File: config.mk
export PLATFORM = sky130hd
export DESIGN_NAME = bcd_display_mux
export DESIGN_NICKNAME = d
export VERILOG_FILES = /design/src/rtl/bcd_display_pkg.sv /design/src/rtl/bcd_display_mux_bcd_to_seg7.sv /design/src/rtl/bcd_display_mux.sv
export SDC_FILE = /design/constraint.sdc
export NUM_CORES = 1
export LEC_CHECK = 0
export BUFFER_PORTS_ARGS = -buffer_cell sky130_fd_sc_hd__clkbuf_2
export CAP_MARGIN = 20
export CORE_ASPECT_RATIO = 2
export CORE_MARGIN = 2
export CORE_UTILIZATION = 54
export CTS_BUF_LIST = sky130_fd_sc_hd__clkbuf_8
export CTS_CLUSTER_DIAMETER = 100
export DETAILED_ROUTE_END_ITERATION = 10
export GPL_ROUTABILITY_DRIVEN = 1
export GPL_TIMING_DRIVEN = 0
export HOLD_SLACK_MARGIN = 0.08
export MAX_ROUTING_LAYER = met4
export PLACE_DENSITY = 0.8
export REMOVE_ABC_BUFFERS = 1
export SLEW_MARGIN = 20
export SYNTH_ARGS = -nofsm -noshare
export SYNTH_HDL_FRONTEND = slang
export SYNTH_HIERARCHICAL = 1
export SYNTH_SLANG_ARGS = --single-unit
export TNS_END_PERCENT = 30
File: constraint.sdc
create_clock -name clk -period 4 [get_ports clk]
set_clock_uncertainty 0.1 [all_clocks]
set_input_delay 0.8 -clock clk [delete_from_list [all_inputs] [get_ports clk]]
set_output_delay 0.8 -clock clk [all_outputs]
set_load 0.05 [all_outputs]
File: src/rtl/bcd_display_pkg.sv
// Shared constants and types for the two-digit multiplexed 7-segment driver.
// Segment codes are ordered {g,f,e,d,c,b,a}, active high.
package bcd_display_pkg;

    localparam logic [6:0] SEG_0    = 7'h3F;
    localparam logic [6:0] SEG_1    = 7'h06;
    localparam logic [6:0] SEG_2    = 7'h5B;
    localparam logic [6:0] SEG_3    = 7'h4F;
    localparam logic [6:0] SEG_4    = 7'h66;
    localparam logic [6:0] SEG_5    = 7'h6D;
    localparam logic [6:0] SEG_6    = 7'h7D;
    localparam logic [6:0] SEG_7    = 7'h07;
    localparam logic [6:0] SEG_8    = 7'h7F;
    localparam logic [6:0] SEG_9    = 7'h6F;
    localparam logic [6:0] SEG_DASH = 7'h40;
    localparam logic [6:0] SEG_OFF  = 7'h00;

    typedef enum logic [1:0] {
        StShow = 2'd0,
        StOff  = 2'd1,
        StOn   = 2'd2
    } flash_state_e;

endpackage

File: src/rtl/bcd_display_mux_bcd_to_seg7.sv
// Combinational BCD to 7-segment decoder; non-decimal codes show a dash.
module bcd_to_seg7
    import bcd_display_pkg::*;
(
    input  logic [3:0] bcd,
    output logic [6:0] seg
);

    always_comb begin
        seg = SEG_DASH;
        case (bcd)
            4'd0:    seg = SEG_0;
            4'd1:    seg = SEG_1;
            4'd2:    seg = SEG_2;
            4'd3:    seg = SEG_3;
            4'd4:    seg = SEG_4;
            4'd5:    seg = SEG_5;
            4'd6:    seg = SEG_6;
            4'd7:    seg = SEG_7;
            4'd8:    seg = SEG_8;
            4'd9:    seg = SEG_9;
            default: seg = SEG_DASH;
        endcase
    end

endmodule

File: src/rtl/bcd_display_mux.sv
// Two-digit multiplexed common-cathode driver with anti-ghost blanking,
// leading-zero suppression and a post-load flash sequence.
module bcd_display_mux
    import bcd_display_pkg::*;
#(
    parameter int unsigned REFRESH_DIV  = 32,
    parameter int unsigned BLANK_CYCLES = 2,
    parameter int unsigned FLASH_PERIOD = 4096,
    parameter int unsigned FLASH_COUNT  = 3
) (
    input  logic       clk,
    input  logic       rst,
    input  logic       load,
    input  logic [3:0] digit10,
    input  logic [3:0] digit1,
    input  logic       blank_lz,
    output logic [6:0] seg,
    output logic [1:0] an,
    output logic       busy
);

    localparam logic [7:0]  RC_LAST    = 8'(REFRESH_DIV - 1);
    localparam logic [7:0]  BLANK      = 8'(BLANK_CYCLES);
    localparam logic [15:0] TIMER_LOAD = 16'(FLASH_PERIOD - 1);
    localparam bit          FLASH_EN   = (FLASH_COUNT > 0);
    localparam logic [7:0]  PAIRS_LOAD = FLASH_EN ? 8'(FLASH_COUNT - 1) : 8'd0;

    logic [3:0]   tens_q, units_q;
    logic [7:0]   rc_q;
    logic         slot_q;
    flash_state_e state_q;
    logic [15:0]  timer_q;
    logic [7:0]   pairs_q;

    logic [3:0] digit_mux;
    logic [6:0] seg_dec;
    logic       visible, lit, suppress;
    logic [1:0] an_d;
    logic [6:0] seg_d;

    assign digit_mux = slot_q ? tens_q : units_q;

    bcd_to_seg7 u_dec (
        .bcd (digit_mux),
        .seg (seg_dec)
    );

    // Only the tens digit is ever suppressed, so "00" still shows one zero.
    always_comb begin
        visible  = (rc_q >= BLANK);
        lit      = (state_q != StOff);
        suppress = slot_q && blank_lz && (tens_q == 4'd0);
        an_d     = 2'b00;
        if (visible && lit && !suppress) begin
            an_d = slot_q ? 2'b10 : 2'b01;
        end
        seg_d = (an_d != 2'b00) ? seg_dec : SEG_OFF;
    end

    always_ff @(posedge clk or posedge rst) begin
        if (rst) begin
            seg     <= SEG_OFF;
            an      <= 2'b00;
            busy    <= 1'b0;
            tens_q  <= 4'd0;
            units_q <= 4'd0;
            rc_q    <= 8'd0;
            slot_q  <= 1'b0;
            state_q <= StShow;
            timer_q <= 16'd0;
            pairs_q <= 8'd0;
        end else begin
            seg  <= seg_d;
            an   <= an_d;
            busy <= (state_q != StShow);

            if (rc_q == RC_LAST) begin
                rc_q   <= 8'd0;
                slot_q <= ~slot_q;
            end else begin
                rc_q <= rc_q + 8'd1;
            end

            if (load) begin
                tens_q  <= digit10;
                units_q <= digit1;
            end

            // A load restarts the sequence and wins over a same-cycle expiry.
            if (load && FLASH_EN) begin
                state_q <= StOff;
                timer_q <= TIMER_LOAD;
                pairs_q <= PAIRS_LOAD;
            end else begin
                unique case (state_q)
                    StShow: ;
                    StOff: begin
                        if (timer_q == 16'd0) begin
                            state_q <= StOn;
                            timer_q <= TIMER_LOAD;
                        end else begin
                            timer_q <= timer_q - 16'd1;
                        end
                    end
                    StOn: begin
                        if (timer_q == 16'd0) begin
                            if (pairs_q != 8'd0) begin
                                state_q <= StOff;
                                timer_q <= TIMER_LOAD;
                                pairs_q <= pairs_q - 8'd1;
                            end else begin
                                state_q <= StShow;
                            end
                        end else begin
                            timer_q <= timer_q - 16'd1;
                        end
                    end
                    default: state_q <= StShow;
                endcase
            end
        end
    end

endmodule

==> metrics <==
Rel. slew slack=41.8%; IO Pins=22; top_reg_cell synth=dfrtp_1; worst reg2reg path depth=6; Yosys reg bits=53; Final Setup Violations=0; Hold Slack=0.371 ns; multiplexer area fraction after synthesis=6.19%; CP required=4.16 ns; DRT Wirelength=5860 um; dpl hpwl=4240 um; routability cong.=0.853; Mapped Area=2890 um2; Clock transition at path regs=0.09 ns; post-layout utilization of the core=60.9%; leakage=0.00136 uW; multi-input logic area=1440 um2; PortBufs=21; Crit. End Element=flop; Hold Path Depth=1; 1st-pass router iterations=4; layout cells sized above 1=21.0%; post-CTS sizing=0; Critical Path AT=2.99 ns; vias in the first global route=2,207; Slew @ Worst Pin=0.873 ns; post-synthesis compound-gate area fraction=15.1%; Ys Warns=6; Cell variety after synth=54; post-route insts no fill=348; Iteration-0 DRC Markers=53; Nets=313; run status=complete, no violations; Max Cap Viol=0; via/cell ratio=6.20; Synth async-reset ratio=100%; Post-CTS Hold Buffers=0; Tcrit/Tclk final=70.9%; clock buffer count from CTS=5; Post-CTS Setup Repair Bufs=0; Placement Rows=37; Post-Synth Adder-Cell Area=4.76%; wire per inst=16.8 um; Total Power=1060 uW; pin count of the biggest net entering global routing=30; clock tree buffer depth=2; synthesized instance count=273; synthesized area per cell=10.6 um2; n_diodes=0; Min-Delay Path Class=reg2reg; commonest non-fill, non-tap cell in the layout=dfrtp_1; peak supply drop=0.357 mV; post-route minimum period=2.84 ns; sequential share of the synthesized area=45.9%; largest family of logic cells by synthesized area=simple AND/OR/NAND/NOR gates; worst-path fanout max=25; CTS tree=yes; Layout fillers=424; DP Cell Count=341; Die Wd=55.7 um; clock tree sinks=53; RSZ-0062 raised after global routing=false; DR vias=2,158; Worst-Skew Late Latency=0.32 ns; CP Launch Type=flop; CTS H-tree depth=2; CTS Root Cell=clkbuf_8; post-synthesis xor/xnor area fraction=2.12%; Power per Cell Area=339 nW/um2; global-route usage over all layers=21.9%; global-route wire length before repair=9960 um; core area=5140 um2; Final ANT Viol Nets=0; EDFF count, synth=0; Final Slew Violations=0; critical path class=reg2reg; DIE HEIGHT=107 um; Fin Setup TNS=0 ns; synthesis-to-finish area growth=8.32%; die footprint=5990 um2; total gr overflow=0; DRC Markers=0; most frequent cells in the layout=53 x dfrtp_1, 21 x clkbuf_2, 15 x mux2_2; fmax=353 MHz; Initial Util=56.2%; initial antenna violation count=0; FF/Latch Area=1330 um2; Hold Fails Final Rpt=0; Synth Area in Simple Gates=21.6%
[layer usage]
layer / up-vias / GRT usage (%) / part of all wire, %
met5: - / - / 0
met4: 0 / 10.8 / 2.4
met3: 10 / 3.97 / 3.4
met2: 51 / 41.1 / 57
met1: 1052 / 20.9 / 37
li1: 1045 / - / -
[flip-flops by register name (all words and copies together), names as in the netlist, 2 cells and up]
name	cells
an	2
pairs_q	8
rc_q	8
seg	7
state_q	2
tens_q	4
timer_q	16
units_q	4
[critical path, stage by stage, from the launching register on]
cell and delay (ns):
dfrtp_1 0.39, inv_1 0.11, ha_1 0.15, nor4b_1 0.40, and4_1 0.85, a31o_2 0.53, a221o_1 0.22
[path summary, 6_finish.rpt]
kind                       slack (ns)           to        from
min in group asynchronous        0.41  timer_q[11]         rst
min reg2reg                      0.37      rc_q[7]     rc_q[7]
max in group asynchronous        2.83       seg[0]         rst
max reg2reg                      1.16  timer_q[13]  timer_q[0]
max                              1.16  timer_q[13]  timer_q[0]
min                              0.37      rc_q[7]     rc_q[7]
[cell families (layout without fill, tap and decap cells)]
kind of cell,count (synthesis),after routing
AOI/OAI and AO/OA,58,58
adders and majority gates,11,11
muxes,16,16
xor gates and xnor gates,7,7
buffers and inverters,28,45
and+or+nand+nor,100,100
DFF,53,53
[where the power goes]
| part | switching (uW) | leakage [uW] | internal [uW] | total, uW |
|---|---|---|---|---|
| clock network | 174 | 0.0000540 | 182 | 356 |
| registers | 31.2 | 0.000640 | 560 | 591 |
| logic | 61.8 | 0.000667 | 53.3 | 115 |
| total | 267 | 0.00136 | 795 | 1060 |
[synthesized netlist by cell type, types with 6 or more instances]
cell type	n	area [um2]
a21oi_1	9	45.0
and2_1	8	50.1
clkbuf_1	6	22.5
dfrtp_1	53	1330
ha_1	11	138
inv_1	15	56.3
mux2_2	15	169
nand2_1	8	30.0
nand3_1	8	40.0
nor2_1	12	45.0
nor2b_1	7	43.8
nor3_1	14	70.1
o21ai_0	6	30.0
o31ai_1	14	105
o41ai_1	6	52.6
or4_1	7	52.6
[area by class of cell]
cell class / count / area share [%]
Multi-Input combinational cell: 192 / 45.9
Sequential cell: 53 / 42.4
Timing Repair Buffer: 23 / 4.24
Tap cell: 58 / 2.32
Clock buffer: 5 / 2.20
Inverter: 15 / 1.80
Clock inverter: 2 / 1.12
[metrics by stage]
stage / instance area (um2) / worst slack, ns
6_report: 3130 / 1.16
5_1_grt: 3130 / 0.986
4_1_cts: 3130 / 1.25
3_5_place_dp: 3030 / 1.18
3_3_place_gp: 3000 / 0.845
2_1_floorplan: 2820 / 1.75
No activity file was read; power rests on OpenSTA's default activity.
